`src/rtl/gbproc_pkg.sv`:
```
// -----------------------------------------------------------------------------
// gbproc_pkg
// Shared types and constants for the gbproc accumulator core:
//   - alu_op_e    : ALU operation selected by opcode bits [5:3] of 10ooo_sss
//   - REG_*       : register-file indices as encoded in the ddd/sss fields
//   - state_e     : sequencer state (IDLE, or waiting for an LD immediate)
//   - FLAG_*      : bit positions of {Z,N,H,C} inside the 4-bit flag word
//   - GRP_*       : opcode group in bits [7:6]
// -----------------------------------------------------------------------------
package gbproc_pkg;

  typedef enum logic [2:0] {
    ALU_ADD = 3'd0,
    ALU_ADC = 3'd1,
    ALU_SUB = 3'd2,
    ALU_SBC = 3'd3,
    ALU_AND = 3'd4,
    ALU_XOR = 3'd5,
    ALU_OR  = 3'd6,
    ALU_CP  = 3'd7
  } alu_op_e;

  // Register indices; index 6 has no storage behind it.
  localparam logic [2:0] REG_B    = 3'd0;
  localparam logic [2:0] REG_C    = 3'd1;
  localparam logic [2:0] REG_D    = 3'd2;
  localparam logic [2:0] REG_E    = 3'd3;
  localparam logic [2:0] REG_H    = 3'd4;
  localparam logic [2:0] REG_L    = 3'd5;
  localparam logic [2:0] REG_NONE = 3'd6;
  localparam logic [2:0] REG_A    = 3'd7;

  typedef enum logic {
    ST_IDLE     = 1'b0,
    ST_WAIT_IMM = 1'b1
  } state_e;

  // Flag word layout is {Z,N,H,C}.
  localparam int FLAG_Z = 3;
  localparam int FLAG_N = 2;
  localparam int FLAG_H = 1;
  localparam int FLAG_C = 0;

  localparam logic [1:0] GRP_LD_IMM = 2'b00;
  localparam logic [1:0] GRP_MOV    = 2'b01;
  localparam logic [1:0] GRP_ALU    = 2'b10;

  // 00ddd_110 loads the following word into reg[ddd].
  function automatic logic is_ld_imm(input logic [7:0] opcode);
    return (opcode[7:6] == GRP_LD_IMM) && (opcode[2:0] == REG_NONE);
  endfunction

endpackage : gbproc_pkg

```
`src/rtl/gbproc_alu.sv`:
```
// -----------------------------------------------------------------------------
// gbproc_alu
// Purely combinational accumulator ALU, DATA_W bits wide.
// Ports:
//   op_i     : operation (alu_op_e)
//   a_i      : accumulator operand
//   b_i      : source operand
//   carry_i  : current C flag, consumed only by ADC/SBC
//   res_o    : operation result (for CP, the difference A - src)
//   flags_o  : {Z,N,H,C} for res_o
// H is the carry out of bit 3 (borrow into bit 4 for subtracts); C is the carry
// out of the top bit (borrow for subtracts).
// -----------------------------------------------------------------------------
module gbproc_alu
  import gbproc_pkg::*;
#(
  parameter int DATA_W = 8
) (
  input  alu_op_e           op_i,
  input  logic [DATA_W-1:0] a_i,
  input  logic [DATA_W-1:0] b_i,
  input  logic              carry_i,
  output logic [DATA_W-1:0] res_o,
  output logic [3:0]        flags_o
);

  logic              cin;
  logic [DATA_W:0]   sum_w;
  logic [DATA_W:0]   diff_w;
  logic [4:0]        sum_n;
  logic [4:0]        diff_n;
  logic [DATA_W-1:0] res;
  logic              flag_n;
  logic              flag_h;
  logic              flag_c;

  assign cin = ((op_i == ALU_ADC) || (op_i == ALU_SBC)) ? carry_i : 1'b0;

  // One extra bit on each path captures carry/borrow out; a subtract that
  // borrows wraps, leaving the extra bit set.
  assign sum_w  = {1'b0, a_i} + {1'b0, b_i} + {{DATA_W{1'b0}}, cin};
  assign diff_w = {1'b0, a_i} - {1'b0, b_i} - {{DATA_W{1'b0}}, cin};
  assign sum_n  = {1'b0, a_i[3:0]} + {1'b0, b_i[3:0]} + {4'b0000, cin};
  assign diff_n = {1'b0, a_i[3:0]} - {1'b0, b_i[3:0]} - {4'b0000, cin};

  // NOTE: every variable written here gets a default first, so no path through
  // the case statement can leave one unassigned and infer a latch.
  always_comb begin
    res    = '0;
    flag_n = 1'b0;
    flag_h = 1'b0;
    flag_c = 1'b0;
    case (op_i)
      ALU_ADD, ALU_ADC: begin
        res    = sum_w[DATA_W-1:0];
        flag_h = sum_n[4];
        flag_c = sum_w[DATA_W];
      end
      ALU_SUB, ALU_SBC, ALU_CP: begin
        res    = diff_w[DATA_W-1:0];
        flag_n = 1'b1;
        flag_h = diff_n[4];
        flag_c = diff_w[DATA_W];
      end
      ALU_AND: begin
        res    = a_i & b_i;
        flag_h = 1'b1;
      end
      ALU_XOR: res = a_i ^ b_i;
      ALU_OR:  res = a_i | b_i;
      default: res = '0;
    endcase
  end

  always_comb begin
    flags_o         = '0;
    flags_o[FLAG_Z] = (res == '0);
    flags_o[FLAG_N] = flag_n;
    flags_o[FLAG_H] = flag_h;
    flags_o[FLAG_C] = flag_c;
  end

  assign res_o = res;

endmodule : gbproc_alu

```
`src/rtl/gbproc_param.sv`:
```
// -----------------------------------------------------------------------------
// gbproc_param
// Small accumulator processor: register file {B,C,D,E,H,L,A}, flag register F,
// LD r,imm sequencer, ALU result buffer with valid/ready handshake and a
// retired-instruction counter.
// Ports:
//   clock, reset_n        : single rising-edge clock, async active-low reset
//   instr_data/valid/ready: instruction stream (opcode in bits [7:0])
//   res_data/flags/valid/ready : one-entry buffer holding the last ALU result
//   retired               : wrapping count of completed instructions
//   probe (optional)      : {A,B,C,D,E,F',H,L}, present only when the macro
//                           GBPROC_PROBE_EN is defined
// Opcodes: 10ooo_sss ALU A op src, 01ddd_sss MOV, 00ddd_110 LD r,imm, else NOP.
// -----------------------------------------------------------------------------
module gbproc_param
  import gbproc_pkg::*;
#(
  parameter int DATA_W = 8,
  parameter int CNT_W  = 16
) (
  input  logic                clock,
  input  logic                reset_n,
  input  logic [DATA_W-1:0]   instr_data,
  input  logic                instr_valid,
  output logic                instr_ready,
  output logic [DATA_W-1:0]   res_data,
  output logic [3:0]          res_flags,
  output logic                res_valid,
  input  logic                res_ready,
  output logic [CNT_W-1:0]    retired
`ifdef GBPROC_PROBE_EN
  ,
  output logic [8*DATA_W-1:0] probe
`endif
);

  // ---------------------------------------------------------------------------
  // State
  // ---------------------------------------------------------------------------
  logic [DATA_W-1:0] regs_q [8];
  logic [DATA_W-1:0] regs_d [8];
  logic [3:0]        flags_q, flags_d;
  state_e            state_q, state_d;
  logic [2:0]        dst_q, dst_d;
  logic [DATA_W-1:0] res_data_q, res_data_d;
  logic [3:0]        res_flags_q, res_flags_d;
  logic              res_valid_q, res_valid_d;
  logic [CNT_W-1:0]  retired_q, retired_d;

  // ---------------------------------------------------------------------------
  // Decode
  // ---------------------------------------------------------------------------
  logic [7:0]        opcode;
  logic [2:0]        src_idx;
  logic [2:0]        dst_idx;
  logic [DATA_W-1:0] src_val;
  logic              instr_accept;
  logic              retire;
  logic [DATA_W-1:0] alu_res;
  logic [3:0]        alu_flags;
  alu_op_e           alu_op;

  assign opcode       = instr_data[7:0];
  assign src_idx      = opcode[2:0];
  assign dst_idx      = opcode[5:3];
  assign alu_op       = alu_op_e'(opcode[5:3]);
  assign instr_ready  = !res_valid_q || res_ready;
  assign instr_accept = instr_valid && instr_ready;
  assign src_val      = (src_idx == REG_NONE) ? '0 : regs_q[src_idx];

  gbproc_alu #(
    .DATA_W (DATA_W)
  ) u_alu (
    .op_i    (alu_op),
    .a_i     (regs_q[REG_A]),
    .b_i     (src_val),
    .carry_i (flags_q[FLAG_C]),
    .res_o   (alu_res),
    .flags_o (alu_flags)
  );

  function automatic logic [DATA_W-1:0] reg_reset_val(input logic [2:0] idx);
    logic [DATA_W-1:0] val;
    case (idx)
      REG_B:   val = DATA_W'(1);
      REG_C:   val = DATA_W'(2);
      REG_D:   val = DATA_W'(3);
      REG_E:   val = DATA_W'(4);
      REG_H:   val = DATA_W'(5);
      REG_L:   val = DATA_W'(6);
      REG_A:   val = '0;
      default: val = '0;
    endcase
    return val;
  endfunction

  // ---------------------------------------------------------------------------
  // Next state
  // ---------------------------------------------------------------------------
  always_comb begin
    regs_d      = regs_q;
    flags_d     = flags_q;
    state_d     = state_q;
    dst_d       = dst_q;
    res_data_d  = res_data_q;
    res_flags_d = res_flags_q;
    res_valid_d = res_valid_q;
    retire      = 1'b0;

    // A pop empties the buffer; an ALU op accepted in the same cycle below
    // overrides this and reloads it.
    if (res_valid_q && res_ready) begin
      res_valid_d = 1'b0;
    end

    if (instr_accept) begin
      case (state_q)
        ST_IDLE: begin
          if (opcode[7:6] == GRP_ALU) begin
            res_valid_d = 1'b1;
            res_data_d  = alu_res;
            res_flags_d = alu_flags;
            // CP compares only: flags follow the difference, A is kept.
            flags_d     = alu_flags;
            if (alu_op != ALU_CP) begin
              regs_d[REG_A] = alu_res;
            end
            retire = 1'b1;
          end else if (opcode[7:6] == GRP_MOV) begin
            if (dst_idx != REG_NONE) begin
              regs_d[dst_idx] = src_val;
            end
            retire = 1'b1;
          end else if (is_ld_imm(opcode)) begin
            // Retires when its immediate arrives.
            state_d = ST_WAIT_IMM;
            dst_d   = dst_idx;
          end else begin
            retire = 1'b1;
          end
        end
        ST_WAIT_IMM: begin
          if (dst_q != REG_NONE) begin
            regs_d[dst_q] = instr_data;
          end
          state_d = ST_IDLE;
          retire  = 1'b1;
        end
        default: state_d = ST_IDLE;
      endcase
    end

    retired_d = retired_q + CNT_W'(retire);
  end

  // ---------------------------------------------------------------------------
  // Registers
  // ---------------------------------------------------------------------------
  // NOTE: state is updated with non-blocking assignments so every flop samples
  // the values from before the edge, independent of statement order.
  always_ff @(posedge clock or negedge reset_n) begin
    if (!reset_n) begin
      // NOTE: the register file is architecturally visible with defined reset
      // values, so it is reset like any other flop rather than left as memory.
      for (int i = 0; i < 8; i++) begin
        regs_q[i] <= reg_reset_val(3'(i));
      end
      flags_q     <= '0;
      state_q     <= ST_IDLE;
      dst_q       <= REG_NONE;
      res_data_q  <= '0;
      res_flags_q <= '0;
      res_valid_q <= 1'b0;
      retired_q   <= '0;
    end else begin
      regs_q      <= regs_d;
      flags_q     <= flags_d;
      state_q     <= state_d;
      dst_q       <= dst_d;
      res_data_q  <= res_data_d;
      res_flags_q <= res_flags_d;
      res_valid_q <= res_valid_d;
      retired_q   <= retired_d;
    end
  end

  assign res_data  = res_data_q;
  assign res_flags = res_flags_q;
  assign res_valid = res_valid_q;
  assign retired   = retired_q;

`ifdef GBPROC_PROBE_EN
  assign probe = {regs_q[REG_A], regs_q[REG_B], regs_q[REG_C], regs_q[REG_D],
                  regs_q[REG_E], {flags_q, {(DATA_W-4){1'b0}}},
                  regs_q[REG_H], regs_q[REG_L]};
`endif

endmodule : gbproc_param

```
`config.mk`:
```
export PLATFORM = sky130hd
export DESIGN_NAME = gbproc_param
export DESIGN_NICKNAME = d
export VERILOG_FILES = /design/src/rtl/gbproc_pkg.sv /design/src/rtl/gbproc_alu.sv /design/src/rtl/gbproc_param.sv
export SDC_FILE = /design/constraint.sdc
export NUM_CORES = 1
export LEC_CHECK = 0
export CAP_MARGIN = 20
export CORE_ASPECT_RATIO = 0.6
export CORE_MARGIN = 2
export CORE_UTILIZATION = 49
export DETAILED_ROUTE_END_ITERATION = 16
export PLACE_DENSITY_LB_ADDON = 0.1
export SLEW_MARGIN = 10
export SYNTH_ARGS = -nofsm -noshare
export SYNTH_HDL_FRONTEND = slang
export SYNTH_SLANG_ARGS = --single-unit
```
`constraint.sdc`:
```
create_clock -name clock -period 4.61 [get_ports clock]
set_clock_uncertainty 0.2 [all_clocks]
set_input_delay 0.922 -clock clock [delete_from_list [all_inputs] [get_ports clock]]
set_output_delay 0.922 -clock clock [all_outputs]
set_load 0.05 [all_outputs]
```
; ---- Yosys cells after proc, flatten, opt, wreduce, memory -nomap -nowiden
; Cells that the tools add are included.
; Widths: inputs -> output; s select.
[totals]
ff_bits = 97
in_bits = 12
wordCells = 109
[classes]
addsub = 9
magnitude_cmp = 5
n_eq_ne = 20
muxes = 35
bitwise = 9
reduce_logical = 17
[ops]
columns = cell, count
row1 = $mux 64, 3
row2 = $bwmux 64, 2
row3 = $pmux 64 s2, 1
row4 = $mux 56, 1
row5 = $mux 8, 7
row6 = $demux 8 s3, 2
row7 = $pmux 8 s5, 1
row8 = $bmux 8 s3, 1
row9 = $ne 3x3->1 const B, 6
row10 = $add 16x1->16, 1
row11 = $eq 3x3->1 const B, 5
row12 = $reduce_and 5->1, 3
row13 = $mux 1, 13
row14 = $ge 4x4->1 const B, 3
row15 = $not 3->4, 3
row16 = $add 8x8->9, 1
row17 = $add 9x1->9, 1
row18 = $sub 8x8->9, 1
row19 = $sub 9x1->9, 1
row20 = $and 8x8->8, 1
row21 = $logic_not 8->1, 1
row22 = $lt 4x1->1 const B, 2
row23 = $or 8x8->8, 1
row24 = $xor 8x8->8, 1
row25 = other kinds (21), 33

; ---- Longest topological paths before layout
[logic_depth]
depth_word = 11
ltp_mapped = 16
depth_no_buf = 14

; ---- Modules after synthesis
; From an unflattened synthesis, not the netlist that was laid out.
[unflattened]
cells_unflattened = 692
hier_area_um2 = 6596.3
[by_module_without_submodules]
columns = module, n_inst, cells_per_inst, area_each_um2
row1 = gbproc_param, 1, 508, 5205.0
row2 = gbproc_alu, 1, 184, 1391.3

; ---- Worst setup path before layout
; No wires, ideal clock.
[synth_timing]
path_kind = input port to flip-flop
start = in instr_data[1]
end = reg regs_q[6] (netlist bit)
setup_ns = 0.124
t_arrival_ns = 4.107
required_ns = 4.286
slack_ns = 0.179
cell_stages = 12
cell_sequence = buf_2 -> buf_2 -> mux4_2 -> o21ai_2 -> ha_1 -> ha_1 -> or3_2 -> o221a_4 -> xor2_1 -> a222oi_1 -> nor3_1 -> o31a_1
[synth_between]
elab_chain_len = 11
[synth_lines]
columns = item, line
row1 = "start, declared", gbproc_param.sv:23  ; input logic [DATA_W-1:0] instr_data,
row2 = $not 3->4 (not written as such), gbproc_param.sv:69  ; assign src_val = (src_idx == REG_NONE) ? '0 : regs_q[src_idx];
row3 = $bmux 8 s3, gbproc_param.sv:69
row4 = $mux 8 (not written as such) (2 in a row), gbproc_param.sv:69
row5 = $mux 8 (*), gbproc_param.sv:69
row6 = $sub 8x8->9 or $add 8x8->9 (tied branches), "gbproc_alu.sv:42, gbproc_alu.sv:41"
row7 = $sub 9x1->9 or $add 9x1->9 (tied branches), "gbproc_alu.sv:42, gbproc_alu.sv:41"
row8 = $pmux 8 s5, gbproc_alu.sv:53  ; case (op_i)
row9 = $mux 8, gbproc_param.sv:125  ; if (alu_op != ALU_CP) begin
row10 = $mux 8 (*), gbproc_param.sv:119  ; if (opcode[7:6] == GRP_ALU) begin
row11 = $pmux 64 s2 (*), gbproc_param.sv:117  ; case (state_q)
row12 = "end signal, assigned by index", gbproc_param.sv:166  ; regs_q[i] <= reg_reset_val(3'(i));
row13 = "end signal, assigned", gbproc_param.sv:176  ; regs_q <= regs_d;
row14 = "end, declared", gbproc_param.sv:40  ; logic [DATA_W-1:0] regs_q [8];
; Mark *: on every way between the ends. The rest lies on a longest branch, timed or not. The select of a mux whose other input is x is not followed.
; A chain may end at the register's enable or synchronous reset.

; ---- Worst setup path in the final report
; Same ends and word-level chain as after synthesis.

==> summary.md <==
| Metric | Value |
|---|---|
| Outcome | completed |
| Hold Slack | 278 ps |
| Port Buffers | 41 |
| EDFF count, synth | 0 |
| Crit. End Element | flip-flop |
| Ports | 42 |
| Gr ovfl total | 0 |
| Final setup violation count | 0 |
| Clk buf depth | 2 |
| Max Cap Viol | 0 |
| Clk slew on worst S/H paths | 70 ps |
| WL final | 19600 um |
| Max-slew violations | 0 |
| Post-Syn Area | 6150 um^2 |
| PD cells | 499 nW/um^2 |
| Most numerous cell in the Yosys netlist | dfrtp_1 |
| Flops & latches, synth | 89 |
| Initial Util | 50.7% |
| RSZ-0062 raised after global routing | false |
| Cells after Synth | 625 |
| RD Place Congestion | 1.01 |
| Post-synth ARST share | 100% |
| Top cells by count, synth | dfrtp_1, nand2_1, o21a_1 |
| Area delta synth->final | 21.2% |
| Syn avg cell area | 9.84 um^2 |
| DRT iter0 DRCs | 685 |
| Top cell type's share of synthesized area | 31.7% |
| CP arrival | 4260 ps |
| Drt wl/cell | 22.0 um |
| DP Area | 7120 um^2 |
| Vias in the first global route | 5425 |
| Share of cells above drive strength 1 | 21.1% |
| Netlist cell types | 78 |
| Core Region | 12100 um^2 |
| Num CTS Buffers | 9 |
| Die Wd | 149 um |
| Die Footprint | 13500 um^2 |
| Final core occ | 61.4% |
| Fin cells | 890 |
| Placed cell count | 874 |
| Synth top area cells | dfrtp_1, ha_1, o221ai_1 |
| # nets final | 771 |
| Max Fclk | 237 MHz |
| Min cycle time layout | 4220 ps |
| CTS tree | built |
| TNS Setup | 0 ps |
| Endpoint, Worst Hold | res_data[7]$_DFFE_PN0P_ |
| TritonCTS Sinks | 89 |
| GRT Util Overall | 30.3% |
| Number of remaining DRC errors | 0 |
| Die Span Y | 90.8 um |
| Post-route setup slack | 386 ps |
| Area leader, netlist | dfrtp_1 |
| Pre-CTS setup slack | -311 ps |
| Drt pass-1 iters | 5 |
| Worst r2r src | regs_q[35]$_DFFE_PN0P_ |
| Static leakage | 3.20 nW |
| Core Rows | 31 |
| Worst VDD drop | 0.408 mV |
| Vias | 5604 |
| Setup crit start kind | input pin |
| Ys flop type | dfrtp_1 |
| Hold depth | 1 |
| Pin count of the biggest net entering global routing | 69 |
| Yosys Warn Count | 0 |
| Clock Latency Late Sink | 350 ps |
| Finished Cell Area | 7460 um^2 |
| # hold bufs at CTS | 0 |
| Antenna diodes | 0 |
| Worst Path Class, Setup | input pin to flip-flop |
| Syn Nets | 676 |
| Sequential share of the synthesized area | 36.4% |
| CTS HTree Levels | 3 |
| Routed vias/inst | 6.30 |
| Worst hold path type | flip-flop to flip-flop |
| Reg-to-reg critical path endpoint | regs_q[6]$_DFFE_PN0P_ |
| Final hold violation count | 0 |
| Clock root cell | clkbuf_16 |
| Fin crit share | 91.6% |
| Hold_sp | res_data[7]$_DFFE_PN0P_ |
| Worst endpoint required time | 4640 ps |
| Initial antenna violation count | 0 |
| Relative slew slack | 37.3% |
| Antenna Nets Post-Route | 0 |
| Hpwl dp | 14600 um |
| FF-to-FF path depth | 13 |
| Post-CTS Setup Bufs | 0 |
| Reg2reg setup slack | 980 ps |
| First-pass GRT wire length | 31300 um |
| Slew @ Worst Pin | 940 ps |
| Crit Path Max Fanout | 6 |
| PnR Total Power | 3.72 mW |
[per-layer routing]
| layer | vias to the layer above | track usage (%) | wire length (um) |
|---|---|---|---|
| met4 | 0 | 6.75 | 296 |
| li1 | 2511 | - | - |
| met5 | - | 0 | 0 |
| met2 | 317 | 40.5 | 7730 |
| met3 | 39 | 9.39 | 2300 |
| met1 | 2737 | 47.2 | 9230 |
[report_power, final]
group	switching [mW]	internal (mW)
clock network	0.343	0.399
logic	0.977	0.817
registers	0.181	1.00
[placed cells by master, fill, tap and decap left out, types with 6 or more instances in the layout]
| cell | instances |
|---|---|
| nand2b_1 | 9 |
| o221ai_1 | 42 |
| clkdlybuf4s50_1 | 38 |
| nand3b_1 | 6 |
| ha_1 | 35 |
| nand3_1 | 20 |
| nand2_1 | 62 |
| mux2_2 | 11 |
| xnor2_1 | 13 |
| dfstp_2 | 11 |
| clkbuf_16 | 9 |
| inv_1 | 40 |
| o21ai_0 | 28 |
| a22oi_1 | 10 |
| buf_4 | 75 |
| mux4_2 | 8 |
| nor3_1 | 8 |
| o22ai_1 | 7 |
| xor2_1 | 9 |
| o21a_1 | 45 |
| a21oi_1 | 16 |
| nor2_1 | 24 |
| nor2b_1 | 6 |
| dfrtp_1 | 78 |
| and3_1 | 6 |
[cells by family after synthesis]
logic type | count (synthesis) | share of synthesized area (%)
AND/OR/NAND/NOR | 165 | 13.5
multiplexers | 24 | 5.82
buffers and inverters | 76 | 6.49
XOR/XNOR | 22 | 3.13
AO/OA/AOI/OAI | 210 | 26.2
adder cells (fa/ha/maj) | 39 | 8.42
flip-flops | 89 | 36.4
[layout make-up]
cell class	count	area, um^2
timing repair buffer	119	1020
multi-input combinational	460	3540
sequential	89	2240
fill	1036	4680
inverter	41	154
clock buffer	11	253
clock inverter	5	38.8
tap	165	206
[registers in the layout, summed over array words and instances, names as in the netlist]
name and count:
res_data 8, res_flags 4, retired 16, state_q 1, res_valid 1, dst_q 3, regs_q 56
[worst max-delay path: stages]
cell and delay (ps):
dlymetal6s2s_1 200, nor2_1 490, a22oi_1 170, nand2_1 130, o21ai_4 80, inv_1 100
fa_1 180, inv_1 60, fa_1 420, o21a_2 240, o221a_4 240, xor2_1 140
a222oi_1 330, buf_4 190, nor3_1 50, o31a_1 290
[how the worst max path moves through the flow]
stage                              from                       end  slack, ps  cells past startpoint
after CTS                 instr_data[1]     regs_q[6]$_DFFE_PN0P_         30                     17
final                     instr_data[1]     regs_q[6]$_DFFE_PN0P_        390                     16
after global routing      instr_data[1]  res_flags[3]$_DFFE_PN0P_        300                     18
after floorplan           instr_data[1]     regs_q[6]$_DFFE_PN0P_        180                     12
after global placement    instr_data[1]  res_flags[3]$_DFFE_PN0P_       -270                     18
after detailed placement  instr_data[0]     regs_q[6]$_DFFE_PN0P_       -310                     15
[repair_timing]
action,4_1_cts,5_1_grt
gates resized for setup,0,9
setup endpoints to repair,0,3
hold endpoints to repair,0,0
Power figures use the tool's default switching activity.
